--- src/rtl/ccd_frame_sequencer.sv ---
`timescale 1ns/1ps
`default_nettype none
// ============================================================================
//  Module      : ccd_frame_sequencer
//  Description : Sequences one CCD readout acquisition through the signal
//                generator's pad-level interface. Produces the generator
//                clock, raises enable, shifts the 4-bit frequency select in
//                MSB first under the load strobe, then counts frames on the
//                generator's phi_p output until the programmed frame count,
//                a watchdog timeout or an abort ends the run.
//  Revision    : 1.0 - initial release
// ----------------------------------------------------------------------------
//  Ports
//    wb_clk_i          in   single system clock
//    wb_rst_i          in   asynchronous active-high reset
//    start_i           in   one-cycle start request (ignored while busy)
//    abort_i           in   one-cycle abort request
//    cfg_freq_i        in   frequency select to shift into the generator
//    cfg_frames_i      in   frames to acquire (0 = complete immediately)
//    cfg_timeout_i     in   max wb_clk_i cycles between frames (0 = off)
//    phi_p_i           in   generator phi_p, asynchronous to wb_clk_i
//    gen_clk_o         out  generator clock, wb_clk_i / (2*CLK_DIV)
//    gen_enable_o      out  generator enable
//    gen_fsel_serial_o out  serial frequency-select data
//    gen_load_config_o out  serial load strobe
//    busy_o            out  high whenever the sequencer is not idle
//    done_o            out  one-cycle completion pulse
//    error_o           out  sticky watchdog error
//    frames_done_o     out  frames counted in this run
//    state_o           out  IDLE=0 ENABLE=1 LOAD=2 LATCH=3 RUN=4
// ============================================================================
module ccd_frame_sequencer #(
    parameter int CLK_DIV   = 4,
    parameter int FRAMES_W  = 16,
    parameter int TIMEOUT_W = 32
) (
    input  logic                 wb_clk_i,
    input  logic                 wb_rst_i,
    input  logic                 start_i,
    input  logic                 abort_i,
    input  logic [3:0]           cfg_freq_i,
    input  logic [FRAMES_W-1:0]  cfg_frames_i,
    input  logic [TIMEOUT_W-1:0] cfg_timeout_i,
    input  logic                 phi_p_i,
    output logic                 gen_clk_o,
    output logic                 gen_enable_o,
    output logic                 gen_fsel_serial_o,
    output logic                 gen_load_config_o,
    output logic                 busy_o,
    output logic                 done_o,
    output logic                 error_o,
    output logic [FRAMES_W-1:0]  frames_done_o,
    output logic [2:0]           state_o
);

    typedef enum logic [2:0] {
        S_IDLE   = 3'd0,
        S_ENABLE = 3'd1,
        S_LOAD   = 3'd2,
        S_LATCH  = 3'd3,
        S_RUN    = 3'd4
    } state_t;

    localparam int               DIV_W    = (CLK_DIV > 1) ? $clog2(CLK_DIV) : 1;
    localparam logic [DIV_W-1:0] DIV_LAST = DIV_W'(CLK_DIV - 1);

    // ------------------------------------------------------------------------
    // Generator clock divider. Free-running from reset; gen_clk toggles once
    // every CLK_DIV wb_clk_i cycles. gen_fall marks the cycle on which
    // gen_clk is driven low, and every generator-facing control output is
    // updated on that same edge so it is stable across the following rise.
    // ------------------------------------------------------------------------
    logic [DIV_W-1:0] div_q;
    logic             gen_clk_q;
    logic             div_wrap;
    logic             gen_fall;

    assign div_wrap = (div_q == DIV_LAST);
    assign gen_fall = div_wrap & gen_clk_q;

    always_ff @(posedge wb_clk_i or posedge wb_rst_i) begin
        if (wb_rst_i) begin
            div_q     <= '0;
            gen_clk_q <= 1'b0;
        end else if (div_wrap) begin
            div_q     <= '0;
            gen_clk_q <= ~gen_clk_q;
        end else begin
            div_q     <= div_q + DIV_W'(1);
        end
    end

    // ------------------------------------------------------------------------
    // phi_p synchronizer: two metastability flops, a history flop and a
    // registered edge pulse. The pulse is qualified with RUN at detection
    // time so rises seen during configuration never reach the counter.
    // ------------------------------------------------------------------------
    state_t state_q;
    logic   phi_meta_q;
    logic   phi_sync_q;
    logic   phi_hist_q;
    logic   phi_edge_q;

    always_ff @(posedge wb_clk_i or posedge wb_rst_i) begin
        if (wb_rst_i) begin
            phi_meta_q <= 1'b0;
            phi_sync_q <= 1'b0;
            phi_hist_q <= 1'b0;
            phi_edge_q <= 1'b0;
        end else begin
            phi_meta_q <= phi_p_i;
            phi_sync_q <= phi_meta_q;
            phi_hist_q <= phi_sync_q;
            phi_edge_q <= phi_sync_q & ~phi_hist_q & (state_q == S_RUN);
        end
    end

    // ------------------------------------------------------------------------
    // Sequencer FSM and its registered outputs.
    // ------------------------------------------------------------------------
    logic                 enable_q;
    logic                 load_q;
    logic                 serial_q;
    logic                 done_q;
    logic                 error_q;
    logic [FRAMES_W-1:0]  frames_q;
    logic [FRAMES_W-1:0]  target_q;
    logic [TIMEOUT_W-1:0] timeout_q;
    logic [TIMEOUT_W-1:0] wd_q;
    logic [TIMEOUT_W-1:0] wd_d;
    logic [3:0]           shift_q;   // frequency select, consumed MSB first
    logic [1:0]           bits_q;    // bits already followed by freq[3]

    assign wd_d = wd_q + TIMEOUT_W'(1);

    always_ff @(posedge wb_clk_i or posedge wb_rst_i) begin
        if (wb_rst_i) begin
            state_q   <= S_IDLE;
            enable_q  <= 1'b0;
            load_q    <= 1'b0;
            serial_q  <= 1'b0;
            done_q    <= 1'b0;
            error_q   <= 1'b0;
            frames_q  <= '0;
            target_q  <= '0;
            timeout_q <= '0;
            wd_q      <= '0;
            shift_q   <= '0;
            bits_q    <= '0;
        end else begin
            done_q <= 1'b0;
            if (abort_i && (state_q != S_IDLE)) begin
                // Abort wins over everything; the frame count and the error
                // flag are deliberately left as they are.
                state_q  <= S_IDLE;
                enable_q <= 1'b0;
                load_q   <= 1'b0;
                serial_q <= 1'b0;
            end else begin
                case (state_q)
                    S_IDLE: begin
                        if (start_i) begin
                            if (cfg_frames_i == '0) begin
                                done_q <= 1'b1;
                            end else begin
                                shift_q   <= cfg_freq_i;
                                target_q  <= cfg_frames_i;
                                timeout_q <= cfg_timeout_i;
                                frames_q  <= '0;
                                error_q   <= 1'b0;
                                state_q   <= S_ENABLE;
                            end
                        end
                    end

                    S_ENABLE: begin
                        // First falling tick raises enable, second one opens
                        // the load window with the MSB already on the line.
                        if (gen_fall) begin
                            if (!enable_q) begin
                                enable_q <= 1'b1;
                            end else begin
                                load_q   <= 1'b1;
                                serial_q <= shift_q[3];
                                shift_q  <= {shift_q[2:0], 1'b0};
                                bits_q   <= '0;
                                state_q  <= S_LOAD;
                            end
                        end
                    end

                    S_LOAD: begin
                        if (gen_fall) begin
                            if (bits_q == 2'd3) begin
                                load_q   <= 1'b0;
                                serial_q <= 1'b0;
                                state_q  <= S_LATCH;
                            end else begin
                                serial_q <= shift_q[3];
                                shift_q  <= {shift_q[2:0], 1'b0};
                                bits_q   <= bits_q + 2'd1;
                            end
                        end
                    end

                    S_LATCH: begin
                        // One full generator period so the generator sees its
                        // latch edge before frames are counted.
                        if (gen_fall) begin
                            wd_q    <= '0;
                            state_q <= S_RUN;
                        end
                    end

                    S_RUN: begin
                        if (frames_q == target_q) begin
                            enable_q <= 1'b0;
                            done_q   <= 1'b1;
                            state_q  <= S_IDLE;
                        end else if (phi_edge_q) begin
                            // An edge outranks a coincident timeout.
                            frames_q <= frames_q + FRAMES_W'(1);
                            wd_q     <= '0;
                        end else if ((timeout_q != '0) && (wd_d == timeout_q)) begin
                            error_q  <= 1'b1;
                            enable_q <= 1'b0;
                            state_q  <= S_IDLE;
                        end else begin
                            wd_q <= wd_d;
                        end
                    end

                    default: begin
                        state_q  <= S_IDLE;
                        enable_q <= 1'b0;
                        load_q   <= 1'b0;
                        serial_q <= 1'b0;
                    end
                endcase
            end
        end
    end

    assign gen_clk_o         = gen_clk_q;
    assign gen_enable_o      = enable_q;
    assign gen_fsel_serial_o = serial_q;
    assign gen_load_config_o = load_q;
    assign busy_o            = (state_q != S_IDLE);
    assign done_o            = done_q;
    assign error_o           = error_q;
    assign frames_done_o     = frames_q;
    assign state_o           = state_q;

endmodule
`default_nettype wire

--- config.mk ---
export PLATFORM = sky130hd
export DESIGN_NAME = ccd_frame_sequencer
export DESIGN_NICKNAME = d
export VERILOG_FILES = /design/src/rtl/ccd_frame_sequencer.sv
export SDC_FILE = /design/constraint.sdc
export NUM_CORES = 1
export LEC_CHECK = 0
export ABC_AREA = 1
export CAP_MARGIN = 40
export CORE_UTILIZATION = 45
export DETAILED_ROUTE_END_ITERATION = 7
export PLACE_DENSITY = 0.66
export RECOVER_POWER = 25
export SKIP_CTS_REPAIR_TIMING = 1
export SYNTH_ARGS = -nofsm -noshare
export SYNTH_HDL_FRONTEND = slang
export SYNTH_SLANG_ARGS = --single-unit
export TNS_END_PERCENT = 10
--- constraint.sdc ---
create_clock -name wb_clk_i -period 6 [get_ports wb_clk_i]
set_input_delay 0.6 -clock wb_clk_i [delete_from_list [all_inputs] [get_ports wb_clk_i]]
set_output_delay 0.6 -clock wb_clk_i [all_outputs]
set_load 0.05 [all_outputs]
==> flow_metrics.py <==
metrics = {
    "routing": {
        "drt_iter0_drc": 501,
        "avgRoutedWirePerCell_um": 14.4,
        "vias": 6800,
        "drcViolationCount": 0,
        "vias_per_cell": 5.09,
        "ant_nets": 0,
        "firstDrtPassIters": 5,
        "routed_wirelength_mm": 19.2,
    },
    "placement": {
        "portBuffers": 82,
        "place_hpwl_mm": 13.8,
        "place_ws_ns": 2.43,
        "gp_congestion": 0.876,
    },
    "die": {
        "dieArea_sq_um": 16500,
        "die_h_um": 128,
        "rows": 45,
        "io_pins": 83,
        "core_sq_um": 15400,
        "start_util_pct": 46.7,
        "die_x_um": 128,
    },
    "sta": {
        "relSlewSlack_pct": -54.2,
        "setup_slack_ns": 2.12,
        "hold_viol": 0,
        "fmax_mhz": 258,
        "period_needed_ns": 3.88,
        "setup_viol": 0,
        "setup_tns_ns": 0,
        "fin_crit_sh_pct": 64.6,
        "drv_slew": 41,
        "worst_pin_slew_ns": 2.31,
        "fin_skew_ns": 0.0100,
        "rsz0062_at_grt": "false",
    },
    "yosys": {
        "synth-main-ff-cell": "dfrtp_1",
        "syn_inst": 1030,
        "netlist_top_cells_area": "dfrtp_1 41%, nand2_1 21%, nor2_1 5.5%, inv_1 5.4%, nand3_1 4.3%",
        "synth_fa_ha_area_share_pct": 0.697,
        "synth_commonest_cells": "396 x nand2_1, 117 x dfrtp_1, 105 x nor2_1",
        "ys_ff_latch": 117,
        "synth_top_cell_by_area": "dfrtp_1",
        "synth-xor-area-share_pct": 3.17,
        "syn_area_per_cell_sq_um": 6.97,
        "synthMostInstantiatedCell": "nand2_1",
        "synth_compound_area_share_pct": 5.79,
        "synth.area.mux_share_pct": 0,
        "synth_top_area_share_pct": 40.8,
        "yosysUniqueCellTypes": 40,
        "syn_nets": 1091,
        "yosys_warnings": 0,
        "async_flop_share_pct": 100,
        "synth_area_sq_um": 7180,
        "synth_top_family_by_area": "simple AND/OR/NAND/NOR gates",
        "synth_edf_count": 0,
        "yosysSeqAreaShare_pct": 40.8,
        "synth_simple_gate_area_share_pct": 42.1,
    },
    "layout": {
        "multiInputGateArea_sq_um": 3720,
        "nets": 1173,
        "antenna_cells": 0,
        "fillerInstances": 1452,
        "syn2layout_area_growth_pct": 22.9,
        "drive_gt1_share_pct": 6.32,
        "seq_area_sq_um": 2930,
    },
    "run_status": {
        "status": "finished, violations left",
        "violations": "max-capacitance violations, max-slew violations",
    },
    "critical_path": {
        "path_class": "in2async",
        "cp-end-kind": "asynchronous set/reset pin",
        "reg2reg_depth": 13,
        "worst_path_max_delay_cell": "clkbuf_1",
        "required_ns": 6.50,
        "crit_path_start_kind": "input pin",
        "path_cells": "dlygate4sd3_1, clkinvlp_2, clkbuf_1, buf_4",
        "cp.arrival_ns": 4.38,
        "path_max_fanout": 52,
        "crit_path_max_incr_delay_ns": 1.72,
    },
    "cts": {
        "cts_tree": "done",
        "clk_pin_slew_ns": 0.06,
        "cts_buffers": 17,
        "clockBufferDepth": 2,
        "ctsRootBufferMaster": "clkbuf_16",
        "cts.htree.levels": 4,
        "clock_latency_ns": 0.43,
        "cts_sinks": 117,
    },
    "power": {
        "power_density_nw_per_um2": 400,
        "total_leakage_power_nw": 4.16,
        "peakVddDrop_mv": 0.268,
    },
    "grt": {
        "grt_pass1_wl_mm": 31.9,
        "grt_pass1_vias": 6479,
        "grt_max_degree": 66,
        "grt_usage_pct": 25.2,
        "grt_overflow": 0,
        "grt_antenna_before_repair": 0,
    },
    "worst_hold_path": {
        "hold-path-cell-count": 0,
        "hp-class": "reg2reg",
    },
    "flow_run": {
        "max-cap-violations": 1,
    },
}
==> worst max-delay path: cells and delay by family <==
family	cells	cell delay, ns
buf+inv	4	3.75
==> report_power, final <==
part	switching, mW	total, mW	internal (mW)
registers	0.181	1.18	1.00
clock network	0.377	1.04	0.663
logic	0.852	1.31	0.456
==> metrics by stage <==
stage,cell area (sq um),utilization (%),power [mW],hold WS (ns),std cells
floorplan,7180,-,2.10,0.331,1030
global placement,8170,53.2,2.44,0.341,1300
detailed placement,8250,53.7,2.51,0.342,1304
CTS,8850,57.6,3.56,0.355,1335
global route,8820,57.4,3.78,0.355,1335
finish,8820,57.4,3.53,0.356,1335
==> cells by family after synthesis <==
group,count (synthesis)
xor gates and xnor gates,26
DFF,117
buffers and inverters,134
AOI/OAI and AO/OA,70
adders and majority gates,4
and+or+nand+nor,679
==> layer usage <==
| metal | track usage, % | wire (um) |
|---|---|---|
| met2 | 41.2 | 8800 |
| met4 | 7.34 | 290 |
| met3 | 6.18 | 1250 |
| met5 | 0 | 0 |
| met1 | 33.1 | 8880 |
==> layout make-up <==
class / count / share of cell area (%)
Multi-Input combinational cell: 779 / 42.2
Clock inverter: 11 / 1.74
Sequential cell: 117 / 33.2
Clock buffer: 20 / 5.06
Inverter: 107 / 4.57
Timing Repair Buffer: 90 / 10.3
Tap cell: 211 / 2.99
==> cells in the final DEF, fill, tap and decap left out, types with 3 or more instances in the layout <==
| master | Yosys | routed |
|---|---|---|
| buf_4 | 0 | 4 |
| bufinv_16 | 0 | 3 |
| a21oi_1 | 8 | 8 |
| clkdlybuf4s50_1 | 0 | 80 |
| nor2_1 | 105 | 104 |
| dfrtp_1 | 117 | 117 |
| nand2_2 | 5 | 5 |
| o21ai_1 | 13 | 13 |
| xnor2_1 | 18 | 18 |
| and2_1 | 3 | 3 |
| nand2_4 | 3 | 3 |
| o31ai_1 | 7 | 7 |
| clkbuf_1 | 13 | 3 |
| o21a_1 | 4 | 4 |
| nand4_1 | 46 | 46 |
| inv_2 | 3 | 3 |
| clkbuf_16 | 0 | 17 |
| nor4_1 | 6 | 6 |
| xor2_1 | 8 | 8 |
| inv_1 | 103 | 102 |
| nor3_1 | 17 | 17 |
| nand3_1 | 61 | 61 |
| nor2_2 | 7 | 7 |
| nand2_1 | 396 | 396 |
| o21ai_0 | 29 | 29 |
| clkinv_4 | 0 | 5 |
| nor2_4 | 10 | 11 |
| ha_1 | 4 | 4 |
| nand3b_1 | 12 | 12 |
==> worst paths after layout <==
| check | endpoint | slack (ns) | start |
|---|---|---|---|
| worst min register to register | phi_sync_q | 0.36 | phi_meta_q |
| worst max register to register | frames_done_o[9] | 2.54 | state_o[0] |
| max in group wb_clk_i | frames_done_o[9] | 2.54 | state_o[0] |
| worst max-delay path | timeout_q[31] | 2.12 | wb_rst_i |
| min in group asynchronous | timeout_q[5] | 0.87 | wb_rst_i |
| worst min-delay path | phi_sync_q | 0.36 | phi_meta_q |
==> registers in the layout, summed over array words and instances (netlist names), 2 cells and up <==
| name | cells |
|---|---|
| div_q | 2 |
| bits_q | 2 |
| state_o | 3 |
| timeout_q | 32 |
| frames_done_o | 16 |
| shift_q | 4 |
| wd_q | 32 |
| target_q | 16 |
No activity file was read; power rests on OpenSTA's default activity.
==> RTL change (same settings) <==
`FRAMES_W`: 16 -> 18.
--- a/src/rtl/ccd_frame_sequencer.sv
+++ b/src/rtl/ccd_frame_sequencer.sv
@@ -33,3 +33,3 @@
     parameter int CLK_DIV   = 4,
-    parameter int FRAMES_W  = 16,
+    parameter int FRAMES_W  = 18,
     parameter int TIMEOUT_W = 32
Interface: changed (resized cfg_frames_i and frames_done_o); port bits go from 83 to 87. The function was not compared with the original's and may differ.
==> RTL change against the original RTL <==
  * The flow still finishes with violations (capacitance limit, slew limit)
  * Largest cell class unchanged
  * Final cell count increased by 4.4%
  * Critical path type unchanged
  * Critical path depth unchanged
  * Largest power group unchanged
  * Highest routed layer unchanged
  * Routed wire length grew 6.8%
  * Area after synthesis increased by 3.2%
  * Power is 1.2% higher
  * Sequential cell count increased by 4
  * Worst setup slack got worse by 0.14 ns
  * Via count rose by 4.4%
  * Design area grew 3.2%
==> RTL change: results (changes against the original RTL) <==
status=finished with violations (unchanged); failing checks=capacitance limit, slew limit (unchanged); reg2reg path depth=12 (was 13); Seq/Total Area, Yosys=0.4086 (was 0.4078); Via density=5.093 (was 5.094); Hold/Removal Path Class=reg2reg (unchanged); Post-Route Skew=0.008543 ns (was 0.01000 ns); IO Port Bufs=86 (was 82); first-pass GRT wire length=33.31 mm (was 31.93 mm); maximum vdd drop=363.8 uV (was 268.0 uV); H-Tree Depth=4 (unchanged); Reg2Reg Capture Point=error_o$_DFFE_PP0P_ (was frames_done_o[9]$_DFFE_PP0P_); vias in the first global route=6721 (was 6479); FF-to-FF setup slack=2.43 ns (was 2.54 ns); largest cells by area after synthesis=dfrtp_1 41%, nand2_1 20%, nor2_1 6.0% (was dfrtp_1 41%, nand2_1 21%, nor2_1 5.5%); Global Route Usage Sum=0.2584 (was 0.2517); post-synthesis compound-gate area fraction=0.07210 (was 0.05786); number of max-cap violations=1 (unchanged); hold endpoint=phi_sync_q$_DFF_PP0_ (unchanged); synth unique cells=39 (was 40); # nets final=1229 (was 1173); Synth Area in XOR/XNOR=0.03783 (was 0.03172); Yosys top cell area share=0.4086 (was 0.4078); P_int=2.141 mW (was 2.120 mW); synth warn=0 (unchanged); drt first-iter violations=530 (was 501); most instantiated cells after synthesis=400 x nand2_1, 121 x dfrtp_1, 119 x nor2_1, 113 x inv_1, 82 x nand3_1 (was 396 x nand2_1, 117 x dfrtp_1, 105 x nor2_1, 103 x inv_1, 61 x nand3_1); Slew Viols, Final=42 (was 41); post-DP HPWL=15.05 mm (was 13.75 mm); RePlAce Congestion=0.8946 (was 0.8755); Post-Syn Nets=1143 (was 1091); leakage=4.333 nW (was 4.158 nW); Worst EP arrival=4.49 ns (was 4.38 ns); share of cells above drive strength 1=0.05348 (was 0.06317); measured slew at the worst slew-check pin=2.328 ns (was 2.312 ns)
-- RTL change: cell count changes after synthesis, moves of 8 or more --
| cell | change |
|---|---|
| nor3_1 | -9 |
| nor2_1 | +14 |
| inv_1 | +10 |
| xor2_1 | +12 |
| nand3_1 | +21 |
| o21ai_0 | +33 |
| o21ai_1 | -13 |
| nand3b_1 | -8 |
-- RTL change: kinds of logic after synthesis --
logic type | after synthesis
simple gates | 685
buf+inv | 145
flops | 121
compound gates | 93
xor+xnor | 32
fa+ha+maj | 4
-- RTL change: worst reg2reg max path: cells and delay by family (launching register included) --
kind	cells	cell delay [ns]
flops	1	0.44
simple gates	6	1.28
compound gates	1	0.23
buf+inv	5	1.51
-- RTL change: final cells by class --
type	count	area, um2
clock buffers	22	464.2
clock inverters	9	122.6
fillers	1581	6892
inverters	116	436.7
multi-input cells	814	3839
flip-flops and latches	121	3028
well taps	216	270.3
repair buffers	96	948.4
-- RTL change: routing by layer --
layer / global-route usage / share of wire / wire (um) / vias up
met5: 0 / 0 / 0 / -
met4: 0.07114 / 0.015 / 303 / 0
met3: 0.05371 / 0.052 / 1069 / 20
met2: 0.4215 / 0.47 / 9614 / 195
met1: 0.3474 / 0.46 / 9544 / 3266
li1: - / - / - / 3618
-- RTL change: worst max-delay path by stage --
stage / cells after the start / endpoint / slack, ns / from
after floorplan: 1 / bits_q[0]$_DFFE_PP0P_ / 2.19 / wb_rst_i
after global placement: 14 / error_o$_DFFE_PP0P_ / 2.35 / cfg_frames_i[0]
after detailed placement: 14 / error_o$_DFFE_PP0P_ / 2.26 / cfg_frames_i[1]
after CTS: 12 / error_o$_DFFE_PP0P_ / 2.41 / state_o[0]$_DFFE_PP0P_
after global routing: 4 / timeout_q[7]$_DFFE_PP0P_ / 1.31 / wb_rst_i
final: 4 / timeout_q[5]$_DFFE_PP0P_ / 1.99 / wb_rst_i
-- RTL change: metrics by stage --
| step | worst slack (ns) | utilization | cells | hold slack (ns) | cell area [um2] |
|---|---|---|---|---|---|
| after global placement | 2.346 | 0.5305 | 1360 | 0.3343 | 8488 |
| after detailed placement | 2.263 | 0.5337 | 1363 | 0.3355 | 8539 |
| final | 1.988 | 0.5693 | 1394 | 0.3475 | 9109 |
| after floorplan | 2.186 | - | 1080 | 0.3312 | 7410 |
| after global routing | 1.306 | 0.5693 | 1394 | 0.3591 | 9109 |
| after CTS | 2.413 | 0.5704 | 1394 | 0.3478 | 9126 |
-- RTL change: power groups by stage --
stage / clock, mW / sequential (mW) / combinational [mW]
after CTS: 1.05 / 1.20 / 1.34
after detailed placement: 0 / 1.21 / 1.34
after global placement: 0 / 1.21 / 1.30
final: 1.03 / 1.20 / 1.34
after global routing: 1.08 / 1.23 / 1.51
after floorplan: 0 / 1.23 / 0.906
